File: src/rtl/b08_search.sv
// b08_search: scans candidate patterns 0x00..0xFF in ascending order and returns the
// smallest one whose OR of matching b08 ROM codes equals the target class.
module b08_search (
  input  logic       CLOCK,
  input  logic       RESET,
  input  logic       START,
  input  logic [3:0] T,
  output logic [7:0] I_OUT,
  output logic       FOUND,
  output logic       DONE,
  output logic       BUSY
);

  typedef enum logic [1:0] {
    S_IDLE = 2'd0,
    S_LOAD = 2'd1,
    S_SCAN = 2'd2,
    S_DONE = 2'd3
  } state_t;

  state_t      state;
  logic [3:0]  t_r;
  logic [7:0]  cand;
  logic [2:0]  mar;
  logic [3:0]  acc;

  logic [19:0] rom_word;
  logic [7:0]  r1;
  logic [7:0]  r2;
  logic [3:0]  code;
  logic        hit;
  logic [3:0]  nxt;

  always_comb begin
    rom_word = 20'h0_0000;
    case (mar)
      3'd0: rom_word = 20'h7F97A;
      3'd1: rom_word = 20'h39D62;
      3'd2: rom_word = 20'hA8FFF;
      3'd3: rom_word = 20'hFF6BA;
      3'd4: rom_word = 20'hFFF6E;
      3'd5: rom_word = 20'hFFBA8;
      3'd6: rom_word = 20'hCA75B;
      3'd7: rom_word = 20'h2FFF4;
      default: rom_word = 20'h0_0000;
    endcase
  end

  assign r1   = rom_word[19:12];
  assign r2   = rom_word[11:4];
  assign code = rom_word[3:0];
  assign hit  = (((r2 & ~cand) | (r1 & cand) | (r2 & r1)) == 8'hFF);
  // Class accumulated so far for this candidate, including the entry at mar
  assign nxt  = acc | (hit ? code : 4'h0);

  always_ff @(posedge CLOCK) begin
    if (RESET) begin
      state <= S_IDLE;
      t_r   <= 4'h0;
      cand  <= 8'h00;
      mar   <= 3'd0;
      acc   <= 4'h0;
      I_OUT <= 8'h00;
      FOUND <= 1'b0;
      DONE  <= 1'b0;
      BUSY  <= 1'b0;
    end else begin
      case (state)
        S_IDLE: begin
          if (START) begin
            state <= S_LOAD;
            BUSY  <= 1'b1;
          end
        end
        S_LOAD: begin
          t_r   <= T;
          cand  <= 8'h00;
          mar   <= 3'd0;
          acc   <= 4'h0;
          FOUND <= 1'b0;
          I_OUT <= 8'h00;
          state <= S_SCAN;
        end
        S_SCAN: begin
          if (mar != 3'd7) begin
            acc <= nxt;
            mar <= mar + 3'd1;
          end else if (nxt == t_r) begin
            I_OUT <= cand;
            FOUND <= 1'b1;
            DONE  <= 1'b1;
            BUSY  <= 1'b0;
            state <= S_DONE;
          end else if (cand == 8'hFF) begin
            // Last candidate exhausted without a hit; the candidate never wraps
            I_OUT <= 8'h00;
            FOUND <= 1'b0;
            DONE  <= 1'b1;
            BUSY  <= 1'b0;
            state <= S_DONE;
          end else begin
            cand <= cand + 8'd1;
            mar  <= 3'd0;
            acc  <= 4'h0;
          end
        end
        S_DONE: begin
          if (!START) begin
            DONE  <= 1'b0;
            state <= S_IDLE;
          end
        end
        default: begin
          state <= S_IDLE;
        end
      endcase
    end
  end

endmodule

File: config.mk
export PLATFORM = sky130hd
export DESIGN_NAME = b08_search
export DESIGN_NICKNAME = d
export VERILOG_FILES = /design/src/rtl/b08_search.sv
export SDC_FILE = /design/constraint.sdc
export NUM_CORES = 1
export LEC_CHECK = 0
export ABC_AREA = 1
export CAP_MARGIN = 5
export CORE_ASPECT_RATIO = 1.75
export CORE_MARGIN = 2
export CORE_UTILIZATION = 55
export CTS_CLUSTER_SIZE = 24
export DETAILED_ROUTE_END_ITERATION = 10
export GPL_ROUTABILITY_DRIVEN = 1
export PLACE_DENSITY = 0.76
export SYNTH_ARGS = -nofsm -noshare
export SYNTH_HDL_FRONTEND = slang
export SYNTH_SLANG_ARGS = --single-unit
File: constraint.sdc
create_clock -name CLOCK -period 2.5 [get_ports CLOCK]
set_input_delay 0.375 -clock CLOCK [delete_from_list [all_inputs] [get_ports CLOCK]]
set_output_delay 0.375 -clock CLOCK [all_outputs]
set_load 0.005 [all_outputs]
==> results.md, run 1 <==
- Worst Hold End: BUSY$_SDFFE_PP0P_
- Core area: 4320 um2
- Mapped Area: 2450 um2
- Simple-Gate Fraction of Synth Area: 35.2%
- Worst hold slack: 0.462 ns
- Vias per cell: 5.40
- Largest net degree at the start of global routing: 22
- Synth area leader: dfxtp_1
- Max_slew headroom: 73.6%
- Most frequent cells in the layout: nand2_1 (73), dfxtp_1 (40), buf_4 (34), a21oi_1 (31), inv_1 (29)
- CTS tree: done
- Synth top area share: 40.9%
- Post-synthesis compound-gate area fraction: 9.10%
- DP Worst Slack: -0.0947 ns
- Final Net Count: 401
- H-tree levels: 2
- Hold Path Depth: 2
- Static Leak: 1.37 nW
- Sum Neg Setup Slack: 0 ns
- Synth-to-layout area growth: 28.8%
- EDFF count, synth: 0
- Total Wirelength: 6.14 mm
- XOR/XNOR share of the synthesized area: 0.716%
- Yosys reg bits: 50
- FMAX: 400 MHz
- GRT Residual Overflow: 0
- Peak supply drop: 869 uV
- DRT Pass-1 Iters: 4
- Mux cell area share after synthesis: 0%
- CTS Buf Count: 5
- Fin cells: 434
- Clock slew at reported path FFs: 0.10 ns
- Min-Delay Path Class: flip-flop to flip-flop
- CTS root buf: clkbuf_8
- Worst Setup Start Kind: flip-flop
- Arrival @ worst endpoint: 2.72 ns
- Die Ht: 92.2 um
- Worst EP required: 2.72 ns
- Worst R2R Start: cand[7]$_SDFFE_PP0P_
- Most area-consuming cells after synthesis: dfxtp_1 (41%), nand2_1 (13%), a21oi_1 (6.3%), ha_1 (6.1%), nand3_1 (6.1%)
- Avg Inst Size Synth: 7.39 um2
- Setup Skew: 0.00464 ns
- Post-route cell area: 3150 um2
- Min cycle time layout: 2.50 ns
- Share of post-route cells with drive strength above 1: 30.0%
- Yosys cell types: 27
- R2R setup slack: 0.001 ns
- Clock sinks: 50
- First-pass GRT wire length: 9.11 mm
- # IOs: 18
- Syn_nets: 350
- Adder-Cell Fraction of Synth Area: 6.13%
- Vias post-DR: 2343
- PnR Total Power: 3.14 mW
- Post-Syn Instances: 331
- Inserted Diodes: 0
- Status: finished, final reports clean
- HP Start: BUSY$_SDFFE_PP0P_
- Num rows: 32
- Commonest non-fill, non-tap cell in the layout: nand2_1
- Clock tree buffer depth: 2
- RR Endpoint: rom_word[18]$_DFF_P_
- Largest family of logic cells by synthesized area: simple AND/OR/NAND/NOR gates
- Final weighted congestion in routability-driven placement: 0.916
- Final setup viols: 0
- Synth warn: 0
- Util after Layout: 72.9%
- Routed WL per cell: 14.2 um
- Final Max Slew Viols: 0
- PortBufs: 17
- Worst reg2reg path depth: 19
- Worst setup path class: flip-flop to flip-flop
- Clock Latency Late Sink: 0.31 ns
- Vias in the first global route: 2132
- Die width: 54.4 um
- Initial Util: 56.6%
- Critical path capture point type: flip-flop
- Final worst slack: 0.00115 ns
- Placement Cell Area: 2780 um2
- HPWL after DPL: 4.35 mm
- Final period util: 100%
- Antenna viol nets, final: 0
- Pwr Density: 996 nW/um2
- RSZ-0062 raised after global routing: true
- Initial DRC count: 43
- Placed insts: 410
- Fraction of the yosys area taken by sequential cells: 40.9%
- Final hold violation count: 0
- Initial antenna violation count: 0
- Max-Cap Viols: 0
- Die area: 5020 um2
- Top FF cell, synth: dfxtp_1
- Slew @ Worst Pin: 0.396 ns
- Drc violations: 0
- Crit Path Max Fanout: 4
- GRT Overall Usage: 24.9%
- Ys async rst share: 0%
==> routing by layer <==
metal | GRT usage, % | share of wire (%) | vias up
met5 | 0 | 0 | -
met4 | 14.8 | 3.1 | 0
met3 | 4.72 | 3.5 | 20
met2 | 43.7 | 56 | 72
met1 | 25.3 | 37 | 1084
li1 | - | - | 1167
==> flip-flops by register name, summed over array words and instances, names as in the netlist <==
register and cells:
cand 8, DONE 1, FOUND 1, state 2, I_OUT 8, t_r 4
rom_word 18, mar 3, BUSY 1, acc 4
==> power breakdown <==
part	internal (mW)	switching, mW
logic	0.610	0.960
clock network	0.210	0.304
registers	0.965	0.0931
==> worst max-delay path by stage <==
| stage | cells past startpoint | slack, ns | start | end |
|---|---|---|---|---|
| global placement | 19 | -0.03 | cand[7]$_SDFFE_PP0P_ | rom_word[14]$_DFF_P_ |
| floorplan | 19 | 0.26 | cand[7]$_SDFFE_PP0P_ | rom_word[2]$_DFF_P_ |
| global route | 19 | -0.13 | cand[7]$_SDFFE_PP0P_ | rom_word[18]$_DFF_P_ |
| CTS | 20 | 0.02 | cand[1]$_SDFFE_PP0P_ | rom_word[2]$_DFF_P_ |
| finish | 19 | 0.001 | cand[7]$_SDFFE_PP0P_ | rom_word[18]$_DFF_P_ |
| detailed placement | 19 | -0.09 | cand[7]$_SDFFE_PP0P_ | rom_word[14]$_DFF_P_ |
==> critical path, cell delays in order (launching register included) <==
cell,delay (ns)
dfxtp_4,0.37
buf_4,0.14
nand2_2,0.07
nand2_2,0.07
nor2_4,0.21
nand3_2,0.14
nand2_1,0.09
nand2_1,0.06
nand2_2,0.09
nor2_4,0.04
nand4_1,0.10
nand3_2,0.14
nand2_2,0.13
nand2_4,0.06
nor2_4,0.15
inv_2,0.08
ha_4,0.27
inv_2,0.04
nand2_2,0.08
nand2_1,0.06
==> synth_stat cells (3+ instances only) <==
master    number
clkbuf_1       3
buf_2          3
o21ai_0       12
inv_2          6
nand3_4        4
clkinv_1       3
inv_1         34
nor2_2         6
nand3_2        6
nand3_1       30
dfxtp_1       50
a21oi_1       31
nand4_1        5
ha_1          12
nor2_1        19
nand2_1       88
nand2_2        7
==> logic make-up after synthesis <==
| logic type | count (synthesis) |
|---|---|
| AND/OR/NAND/NOR | 173 |
| XOR/XNOR | 2 |
| flip-flops | 50 |
| AO/OA/AOI/OAI | 44 |
| adder cells (fa/ha/maj) | 12 |
| buffers and inverters | 50 |
==> timing repair <==
item	4_1_cts	5_1_grt
setup buffers	0	16
hold buffers	0	0
gates resized for setup	2	52
gates cloned	0	0
setup endpoints to repair	8	11
pin swaps	0	29
==> layout make-up <==
cell class | instances | area [um2]
inverter | 43 | 169
timing repair buffer | 51 | 425
sequential | 50 | 1020
fill | 339 | 1170
clock inverter | 3 | 28.8
tap | 51 | 63.8
multi-input combinational | 231 | 1370
clock buffer | 5 | 68.8
Note: power is estimated with default switching activity, not from simulation.
==> inputs of run 2 (changes only) <==
--- a/config.mk
+++ b/config.mk
@@ -14,6 +14,7 @@
 export DETAILED_ROUTE_END_ITERATION = 10
 export GPL_ROUTABILITY_DRIVEN = 1
 export PLACE_DENSITY = 0.76
+export SKIP_LAST_GASP = 1
 export SYNTH_ARGS = -nofsm -noshare
 export SYNTH_HDL_FRONTEND = slang
 export SYNTH_SLANG_ARGS = --single-unit
==> results of run 2 <==
No change in the layout: final DEF, timing and power equal those of run 1.
==> inputs of run 3 (changes only) <==
--- a/config.mk
+++ b/config.mk
@@ -9,11 +9,11 @@
 export CAP_MARGIN = 5
 export CORE_ASPECT_RATIO = 1.75
 export CORE_MARGIN = 2
-export CORE_UTILIZATION = 55
+export CORE_UTILIZATION = 52
 export CTS_CLUSTER_SIZE = 24
 export DETAILED_ROUTE_END_ITERATION = 10
 export GPL_ROUTABILITY_DRIVEN = 1
-export PLACE_DENSITY = 0.76
+export PLACE_DENSITY = 0.75
 export SKIP_LAST_GASP = 1
 export SYNTH_ARGS = -nofsm -noshare
 export SYNTH_HDL_FRONTEND = slang
==> constraint.sdc (replaced) <==
create_clock -name CLOCK -period 2.2 [get_ports CLOCK]
set_input_delay 0.33 -clock CLOCK [delete_from_list [all_inputs] [get_ports CLOCK]]
set_output_delay 0.33 -clock CLOCK [all_outputs]
set_load 0.005 [all_outputs]
==> run 3 against run 2 <==
  * The run now ends with setup timing left
  * Final cell count increased by 5.5%
  * Count of clock-buffer cells in the layout is 1 higher
  * Via count is 6.0% higher
  * Fmax up 2.8%
  * Die area up 5.4%
  * Critical endpoint is now rom_word[17]$_SDFF_PN1_
  * Largest cell class unchanged
==> results.md, run 3 (synthesis results as in run 1) <==
- FMAX: 412 MHz
- CTS Buf Count: 5
- Final worst slack: -0.230 ns
- DRT Pass-1 Iters: 5
- Initial antenna violation count: 0
- Worst hold slack: 0.460 ns
- Status: finished with violations
- First-pass GRT wire length: 9.77 mm
- Inserted Diodes: 0
- Min cycle time layout: 2.43 ns
- Core area: 4620 um2
- Slew @ Worst Pin: 0.482 ns
- Vias in the first global route: 2224
- Worst EP required: 2.41 ns
- Clock Latency Late Sink: 0.32 ns
- Static Leak: 1.50 nW
- PortBufs: 17
- Final weighted congestion in routability-driven placement: 0.884
- Peak supply drop: 937 uV
- Final Net Count: 424
- Largest net degree at the start of global routing: 22
- Util after Layout: 75.8%
- Critical path capture point type: flip-flop
- CTS hold repair buffers: 0
- Initial DRC count: 85
- HPWL after DPL: 4.43 mm
- Most frequent cells in the layout: nand2_1 (69), buf_4 (52), dfxtp_1 (44), inv_1 (29), a21oi_1 (27)
- GRT Overall Usage: 23.6%
- DP Worst Slack: -0.313 ns
- CTS root buf: clkbuf_8
- Routed WL per cell: 15.3 um
- Drc violations: 0
- Final period util: 110%
- Worst setup path class: flip-flop to flip-flop
- PnR Total Power: 3.95 mW
- Commonest non-fill, non-tap cell in the layout: nand2_1
- Max-Cap Viols: 0
- Num rows: 33
- CTS tree: done
- RSZ-0062 raised after global routing: true
- Final Max Slew Viols: 0
- Final setup viols: 20
- Min-Delay Path Class: flip-flop to flip-flop
- Arrival @ worst endpoint: 2.64 ns
- Clock sinks: 50
- Max reg flops: 18
- Die Ht: 94.8 um
- Max_slew headroom: 67.7%
- # IOs: 18
- Synth-to-layout area growth: 43.3%
- Final hold violation count: 0
- Initial Util: 52.9%
- Failing checks: setup timing
- Die area: 5290 um2
- Clock tree buffer depth: 2
- Setup Skew: 0.00357 ns
- Vias post-DR: 2483
- Pwr Density: 1130 nW/um2
- Die width: 55.9 um
- Total Wirelength: 6.99 mm
- Antenna viol nets, final: 0
- Clock slew at reported path FFs: 0.09 ns
- H-tree levels: 2
- Worst Setup Start Kind: flip-flop
- Crit Path Max Fanout: 5
- Vias per cell: 5.42
- GRT Residual Overflow: 0
- Share of post-route cells with drive strength above 1: 36.9%
## run 3: cell count changes in the layout (fill, tap and decap cells not counted), sizes merged
cell,previous run,this run
buf,34,55
inv,42,40
nand3,40,42
clkbuf,5,6
clkinvlp,0,1
## run 3: repair_timing
action / 4_1_cts / 5_1_grt
gates resized for setup: 22 / 59
cloned: 0 / 2
endpoints found under the setup margin: 21 / 42
buffers inserted: 8 / 10
hold endpoints to repair: 0 / 0
pin swaps: 14 / 22
## run 3: critical path: stages, from the launching register on
cell and delay [ns]:
dfxtp_1 0.35, inv_1 0.07, nand2_1 0.05, nand2_1 0.06, nand2_2 0.08, nor2_4 0.20, nand3_2 0.13, nand3_1 0.10
nand2_1 0.07, nor2_2 0.17, nand2_2 0.11, nand2_4 0.08, nand3_4 0.09, buf_4 0.15, buf_6 0.10, buf_6 0.12
nand3_4 0.08, nand3_2 0.15, inv_2 0.09, nand2_1 0.07
## run 3: worst paths after layout
check	startpoint	to	slack (ns)	depth (start not counted)
setup reg to reg	cand[1]$_SDFFE_PP0P_	rom_word[17]$_SDFF_PN1_	-0.23	19
hold / removal	BUSY$_SDFFE_PP0P_	BUSY$_SDFFE_PP0P_	0.46	2
hold reg to reg	BUSY$_SDFFE_PP0P_	BUSY$_SDFFE_PP0P_	0.46	2
setup / recovery	cand[1]$_SDFFE_PP0P_	rom_word[17]$_SDFF_PN1_	-0.23	19
## run 3: routing by layer
| metal | part of all wire [%] | global-route usage (%) | up-vias | wire (um) |
|---|---|---|---|---|
| met4 | 3.9 | 9.33 | 0 | 275 |
| li1 | - | - | 1215 | - |
| met1 | 35 | 22.8 | 1181 | 2450 |
| met2 | 58 | 48.7 | 63 | 4070 |
| met3 | 2.8 | 3.42 | 24 | 198 |
| met5 | 0 | 0 | - | 0 |
## run 3: power breakdown
part	internal [mW]	leakage (nW)	total, mW	switching (mW)
registers	1.10	0.412	1.21	0.111
logic	0.863	1.04	2.17	1.30
clock network	0.253	0.0472	0.578	0.324
total	2.21	1.50	3.95	1.74
## run 3: through the flow
step	instance area, um2	std cells	setup TNS (ns)
final	3510	458	-3.44
after global routing	3510	458	-8.97
after CTS	3170	447	-1.35
after detailed placement	2940	431	-3.11
after global placement	2940	431	-2.47
after floorplan	2450	331	-0.0149
## run 3: area by class of cell
cell class	count	area (um2)
tap	52	65.1
fill	314	1120
inverter	43	171
multi-input combinational	233	1570
sequential	50	1010
clock buffer	6	82.6
clock inverter	2	12.5
timing repair buffer	72	594
